File: src/rtl/in_xif.sv
// Shared coprocessor-interface types for the FPU result path.
`default_nettype none

`ifndef X_ID_WIDTH
`define X_ID_WIDTH 4
`endif

package in_xif;

  localparam int X_ID_W = `X_ID_WIDTH;
  localparam int XLEN   = 32;

  typedef struct packed {
    logic [X_ID_W-1:0] id;
    logic [XLEN-1:0]   data;
    logic [4:0]        rd;
    logic              we;
    logic              exc;
    logic [5:0]        exccode;
  } x_result_t;

  typedef struct packed {
    logic [X_ID_W-1:0] id;
    logic              commit_kill;
  } x_commit_t;

endpackage

`default_nettype wire

File: src/rtl/rvfpm_result_fifo.sv
// ============================================================================
// rvfpm_result_fifo - FPU result buffer with commit-kill squashing | rev 1.0
// ============================================================================
`default_nettype none

module rvfpm_result_fifo
  import in_xif::*;
#(
  parameter int DEPTH      = 4,
  parameter int X_ID_WIDTH = `X_ID_WIDTH
) (
  input  logic                       ck,
  input  logic                       rst,
  input  logic                       in_valid,
  output logic                       in_ready,
  input  x_result_t                  in_result,
  input  logic                       commit_valid,
  input  x_commit_t                  commit,
  output logic                       out_valid,
  input  logic                       out_ready,
  output x_result_t                  out_result,
  output logic [$clog2(DEPTH+1)-1:0] count,
  output logic                       full,
  output logic                       empty
);

  localparam int AW = $clog2(DEPTH);
  localparam int CW = $clog2(DEPTH+1);
  localparam logic [CW-1:0] DEPTH_CNT = CW'(DEPTH);

  if (DEPTH < 2 || (DEPTH & (DEPTH - 1)) != 0) begin : g_depth_bad
    $error("rvfpm_result_fifo: DEPTH must be a power of two >= 2");
  end
  if (X_ID_WIDTH < 1 || X_ID_WIDTH > X_ID_W) begin : g_id_width_bad
    $error("rvfpm_result_fifo: X_ID_WIDTH out of range for x_result_t.id");
  end

  x_result_t        mem [DEPTH];
  logic [AW-1:0]    wr_ptr;
  logic [AW-1:0]    rd_ptr;
  logic [DEPTH-1:0] live;
  logic [DEPTH-1:0] live_next;
  logic [DEPTH-1:0] kill_hit;
  logic             push;
  logic             pop;
  logic             kill_en;
  logic             in_kill;

  assign full       = (count == DEPTH_CNT);
  assign empty      = (count == '0);
  assign in_ready   = !full;
  assign out_result = mem[rd_ptr];
  assign out_valid  = !empty && live[rd_ptr];

  assign push = in_valid && in_ready;
  // A dead head leaves without waiting for the core.
  assign pop  = !empty && (out_ready || !live[rd_ptr]);

  assign kill_en = commit_valid && commit.commit_kill;
  assign in_kill = kill_en &&
                   (in_result.id[X_ID_WIDTH-1:0] == commit.id[X_ID_WIDTH-1:0]);

  for (genvar i = 0; i < DEPTH; i++) begin : g_kill
    assign kill_hit[i] = kill_en &&
                         (mem[i].id[X_ID_WIDTH-1:0] == commit.id[X_ID_WIDTH-1:0]);
  end

  // Push and pop never target the same slot: push needs !full, pop needs !empty.
  always_comb begin
    live_next = live & ~kill_hit;
    if (pop) begin
      live_next[rd_ptr] = 1'b0;
    end
    if (push) begin
      live_next[wr_ptr] = !in_kill;
    end
  end

  always_ff @(posedge ck) begin
    if (!rst) begin
      wr_ptr <= '0;
      rd_ptr <= '0;
      count  <= '0;
      live   <= '0;
    end else begin
      live <= live_next;
      if (push) begin
        wr_ptr <= wr_ptr + AW'(1);
      end
      if (pop) begin
        rd_ptr <= rd_ptr + AW'(1);
      end
      case ({push, pop})
        2'b10:   count <= count + CW'(1);
        2'b01:   count <= count - CW'(1);
        default: count <= count;
      endcase
    end
  end

  always_ff @(posedge ck) begin
    if (push) begin
      mem[wr_ptr] <= in_result;
    end
  end

endmodule

`default_nettype wire

File: config.mk
export PLATFORM = sky130hd
export DESIGN_NAME = rvfpm_result_fifo
export DESIGN_NICKNAME = d
export VERILOG_FILES = /design/src/rtl/in_xif.sv /design/src/rtl/rvfpm_result_fifo.sv
export SDC_FILE = /design/constraint.sdc
export NUM_CORES = 1
export LEC_CHECK = 0
export BUFFER_PORTS_ARGS = -buffer_cell sky130_fd_sc_hd__buf_4
export CAP_MARGIN = 20
export CORE_MARGIN = 4
export CORE_UTILIZATION = 57
export DETAILED_ROUTE_END_ITERATION = 8
export PLACE_DENSITY = 0.84
export SYNTH_ARGS = -nofsm -noshare
export SYNTH_HDL_FRONTEND = slang
export SYNTH_SLANG_ARGS = --single-unit
File: constraint.sdc
create_clock -name ck -period 3.39 [get_ports ck]
set_clock_uncertainty 0.2 [all_clocks]
set_input_delay 0 -clock ck [delete_from_list [all_inputs] [get_ports ck]]
set_output_delay 0 -clock ck [all_outputs]
set_load 0.005 [all_outputs]
# Yosys cells after proc, flatten, opt, wreduce, memory -nomap -nowiden
# Memories as Yosys holds them, arrays and structs flattened. A register that Yosys moved wholly into a read port is not among the register bits.
# Index checks and enable logic that the tools add are counted.
# totals
mem_count	1
reg_bits	11
word_cells	57
out_inout_bits	56
ram_bits	196
input_bits	59
# memory_table
memory	words	word_bits	rd	rd_clocked_by_memory_dff	write_ports	line_no	source
mem	4	49	5	1	1	rvfpm_result_fifo.sv:38	x_result_t mem [DEPTH];
# op_classes
bitwise	4
eq_ne	8
n_mux	14
n_reduce_logical	18
addsub	4
magnitude_cmp	4
# op_table
op	n
$eq A4 B4 Y1	5
$logic_and A1 B1 Y1	11
$and A4 B4 Y4	2
$mux W4	2
$not A4 Y4	2
$lt A2 B3 Y1 const B	2
$pmux W3 S2	1
$mux W1	5
$add A2 B1 Y2 const B	2
$bwmux W4	1
$demux W1 S2	2
$ge A2 B1 Y1 const B	2
$logic_not A1 Y1	4
$mux W2	2
$add A3 B1 Y3 const B	1
$eq A3 B3 Y1 const B	1
$logic_not A3 Y1	1
$sub A3 B1 Y3 const B	1
$bmux W1 S2	1
$eq A2 B1 Y1 const B	1
$eq A2 B2 Y1 const B	1
$reduce_bool A2 Y1	1
$logic_or A1 B1 Y1	1

# Longest topological paths before layout
# depth
depth_word	9
depth_mapped	10

# Worst setup path after synthesis
# No wires, ideal clock.
# synth_path
kind	flip-flop to flip-flop
from	register count[0]
to	register live[0]
slack_ns	0.693
path_stages_with_launch	6
arrival_time_ns	2.376
setup_time_ns	0.121
n_path_buf	1
period_less_slack_ns	2.697
path_cell_list	dfxtp_1 or3b_1 clkbuf_1 and3_1 nor2_1 a32o_1
# synth_via
elab_cells_between_ends	9
# synth_lines
item	line_no	source
start: declaration	rvfpm_result_fifo.sv:22	output logic [$clog2(DEPTH+1)-1:0] count,
start signal: assignment	rvfpm_result_fifo.sv:94	2'b10: count <= count + CW'(1);
start signal: assignment	rvfpm_result_fifo.sv:95	2'b01: count <= count - CW'(1);
start signal: assignment	rvfpm_result_fifo.sv:96	default: count <= count;
$eq A3 B3 Y1	rvfpm_result_fifo.sv:49	assign full = (count == DEPTH_CNT);
$logic_not A1 Y1	rvfpm_result_fifo.sv:51	assign in_ready = !full;
named net in_ready	rvfpm_result_fifo.sv:15	output logic in_ready,
$logic_and A1 B1 Y1	rvfpm_result_fifo.sv:55	assign push = in_valid && in_ready;
$mux W4	rvfpm_result_fifo.sv:74	if (push) begin
end signal: assignment	rvfpm_result_fifo.sv:86	live <= live_next;
end: declaration	rvfpm_result_fifo.sv:41	logic [DEPTH-1:0] live;
# The timed path passes the listed nets, and every way through them passes these cells.
# A chain may end at the register's enable or synchronous reset.

# Worst setup path after layout
# layout_path
from	register rd_ptr[0]
to	register count[2]
# layout_via
elab_chain_cells	7
elab_cells_between_ends	9
# layout_lines
item	line_no	source
start: declaration	rvfpm_result_fifo.sv:40	logic [AW-1:0] rd_ptr;
start signal: assignment	rvfpm_result_fifo.sv:91	rd_ptr <= rd_ptr + AW'(1);
$bmux W1 S2 *	rvfpm_result_fifo.sv:57	assign pop = !empty && (out_ready || !live[rd_ptr]);
$mux W1 (not written as such) *	rvfpm_result_fifo.sv:57	
$logic_not A1 Y1 *	rvfpm_result_fifo.sv:57	
$logic_or A1 B1 Y1 *	rvfpm_result_fifo.sv:57	
$logic_and A1 B1 Y1 *	rvfpm_result_fifo.sv:57	
$eq A2 B1 Y1 / $eq A2 B2 Y1 (equally long branches)	rvfpm_result_fifo.sv:93	case ({push, pop})
$pmux W3 S2 / $reduce_bool A2 Y1 (equally long branches)	n/a	
# Every way passes the cells marked *; elsewhere a longest branch is shown, timed or not. The select of a mux whose other input is x is not followed.

==> impl_metrics.ini <==
[setup_path]
crit_path_start_kind = flip-flop
cp_data_arrival_time_ns = 3.02
r2r_cells = 8
critical_path_class = reg2reg
rr_startpoint = rd_ptr[0]
worstSetupEndpointType = flip-flop
worstReg2RegEnd = count[2]
reg2reg_slack_ns = 0.57
critPathMaxFanout = 7
required_ns = 3.60
crit_start = rd_ptr[0]

[synthesis]
ys.flop_type = edfxtp_1
syn_inst = 374
syn-cell-area_um2 = 8040
ys_ff_latch = 209
synth_top_area_cell = edfxtp_1
yosysWarnings = 0
synthMostInstantiatedCell = edfxtp_1
netlist_top_cells_count = 196 x edfxtp_1, 50 x mux4_2, 18 x xnor2_1, 13 x dfxtp_1, 13 x nand2_1
synth-edff-count = 196
async_flop_share_pct = 0
ys_seq_area_share_pct = 76.44
synth_top_cell_area_share_pct = 73.20
avgSynthCellArea_um2 = 21.50
syn_nets = 443
synth.distinct_cells = 27
yosys-top-cells-area = edfxtp_1 73%, mux4_2 14%, dfxtp_1 3.2%

[timing]
timing.final.crit_share_pct = 83.13
finalSetupViolCount = 0
fmax_ghz = 0.3549
report.final.slew_viol_count = 0
final.setup.tns_ns = 0
tightestPinTransition_ns = 0.9999
slew_headroom_pct = 33.34
final.min_clock_period_ns = 2.818
worst_hold_slack_ns = 0.06108
hold_violations = 0
rsz0062_at_grt = false

[placed_design]
dpl.hpwl_mm = 9.553
placement.io_buffers = 114
gp_congestion = 0.8467

[clocking]
clock_path_buffers = 3
cts.sinks = 209
htree_levels = 1
insertion_delay_ns = 0.48
clk_pin_slew_ns = 0.06
cts_tree = built
postCtsSetupBuffers = 0
cts_made_buffers = 20
cts_repair_resize_count = 0
hold_buffers = 62
cts-root-buf = clkbuf_16

[run]
maxCapViolations = 0

[detailed_routing]
via_count = 4185
first_iter_violations = 333
drc_errors = 0
dr.pass1.iters = 4
routed_wl_mm = 16.12
vias_per_cell = 5.528
ant_nets = 0
wl_per_cell_um = 21.29

[layout]
finalNetCount = 632
postLayoutCoreUtil_pct = 74.68
syn_to_final_growth_pct = 28.43
drive_above_1_share_pct = 36.00

[grt]
grt_pass1_wl_mm = 25.25
grt_usage_pct = 20.27
antenna_found_initial = 2
grt_max_degree = 40
grt-ovfl-total = 0
met1_usage_pct = 26.02
grt_use_met3_pct = 4.000
grtUsageMet2_pct = 35.71
grt_pass1_vias = 4539
grt-busiest-layer = met2

[run_status]
status = completed

[floorplan]
ioPinCount = 115
row_count = 43
die_w_um = 126.8
die_y_um = 126.8
initial_utilization_pct = 58.15
fp.dieArea_um2 = 16070
core_um2 = 13830

[power_and_ir_drop]
ir_drop_mv = 0.5304
cellPowerDensity_nw_per_um2 = 695.1
p_leak_uw = 0.003587

[hold_path]
min_path_type = in2reg
whs_path_depth = 4
min_to = live[1]
min_from = commit[0]
==> flip-flops by register name, summed over array words and instances (netlist names), named ones only <==
register,flops
mem,196
live,4
count,3
rd_ptr,2
wr_ptr,2
==> through the flow <==
step                total power, uW  std cells  setup WS [ns]  instance area (um^2)
floorplan                      4313        374         0.6932                  8040
global placement               5107        659         0.6522                  9117
detailed placement             5177        659         0.5563                  9117
CTS                            7225        755         0.5546                 10320
global route                   7496        757         0.4024                 10330
finish                         7178        757         0.5720                 10330
==> how the worst max path moves through the flow <==
stage,endpoint,depth (start not counted)
3_3_place_gp,count[2],8
3_5_place_dp,count[2],8
2_1_floorplan,live[0],5
5_1_grt,count[2],8
4_1_cts,count[2],8
6_report,count[2],8
==> kinds of logic (layout without fill, tap and decap cells) <==
| kind of cell | count (synthesis) | after routing | share of synthesized area, % |
|---|---|---|---|
| flip-flops | 209 | 209 | 76.44 |
| multiplexers | 51 | 51 | 14.13 |
| AND/OR/NAND/NOR | 41 | 41 | 2.505 |
| buffers and inverters | 27 | 228 | 1.385 |
| XOR/XNOR | 24 | 24 | 2.614 |
| AO/OA/AOI/OAI | 12 | 12 | 1.276 |
| adder cells (fa/ha/maj) | 10 | 10 | 1.650 |
| other | 0 | 2 | 0 |
==> critical path: stages (launching register included) <==
cell and delay (ns):
dfxtp_1 0.43, mux4_2 0.58, a21oi_4 0.25, ha_1 0.23
inv_1 0.06, fa_1 0.37, xor2_1 0.16, or3_1 0.31
a21boi_0 0.16
==> metal layers <==
metal,up-vias,part of all wire [%]
li1,1884,-
met1,2145,39
met2,127,53
met3,29,5.6
met4,0,2.2
met5,-,0
==> cells in the final DEF (no fill, tap or decap), types with 7 or more instances in the layout <==
cell           netlist  layout
inv_1               10      10
mux4_2              50      50
xnor2_1             18      18
clkbuf_16            0      21
buf_4                1     122
ha_1                 9       9
dfxtp_1             13      11
clkinv_2             0       7
nor2_1               9       9
dlygate4sd3_1        0      62
edfxtp_1           196     196
nand2_1             13      13
==> area by class of cell <==
cell class	count	area [um^2]
fillers	756	3501
flip-flops and latches	209	6151
clock buffers	25	540.5
multi-input cells	138	1788
diodes	2	5.005
repair buffers	184	1536
clock inverters	9	42.54
inverters	10	37.54
well taps	180	225.2
==> power by group <==
part	switching [uW]	total [uW]	leakage (uW)	internal [uW]
Sequential	166	3300	0.00191	3140
Clock	871	2000	0.000294	1130
Combinational	830	1880	0.00139	1050
Note: power is estimated with default switching activity, not from simulation.
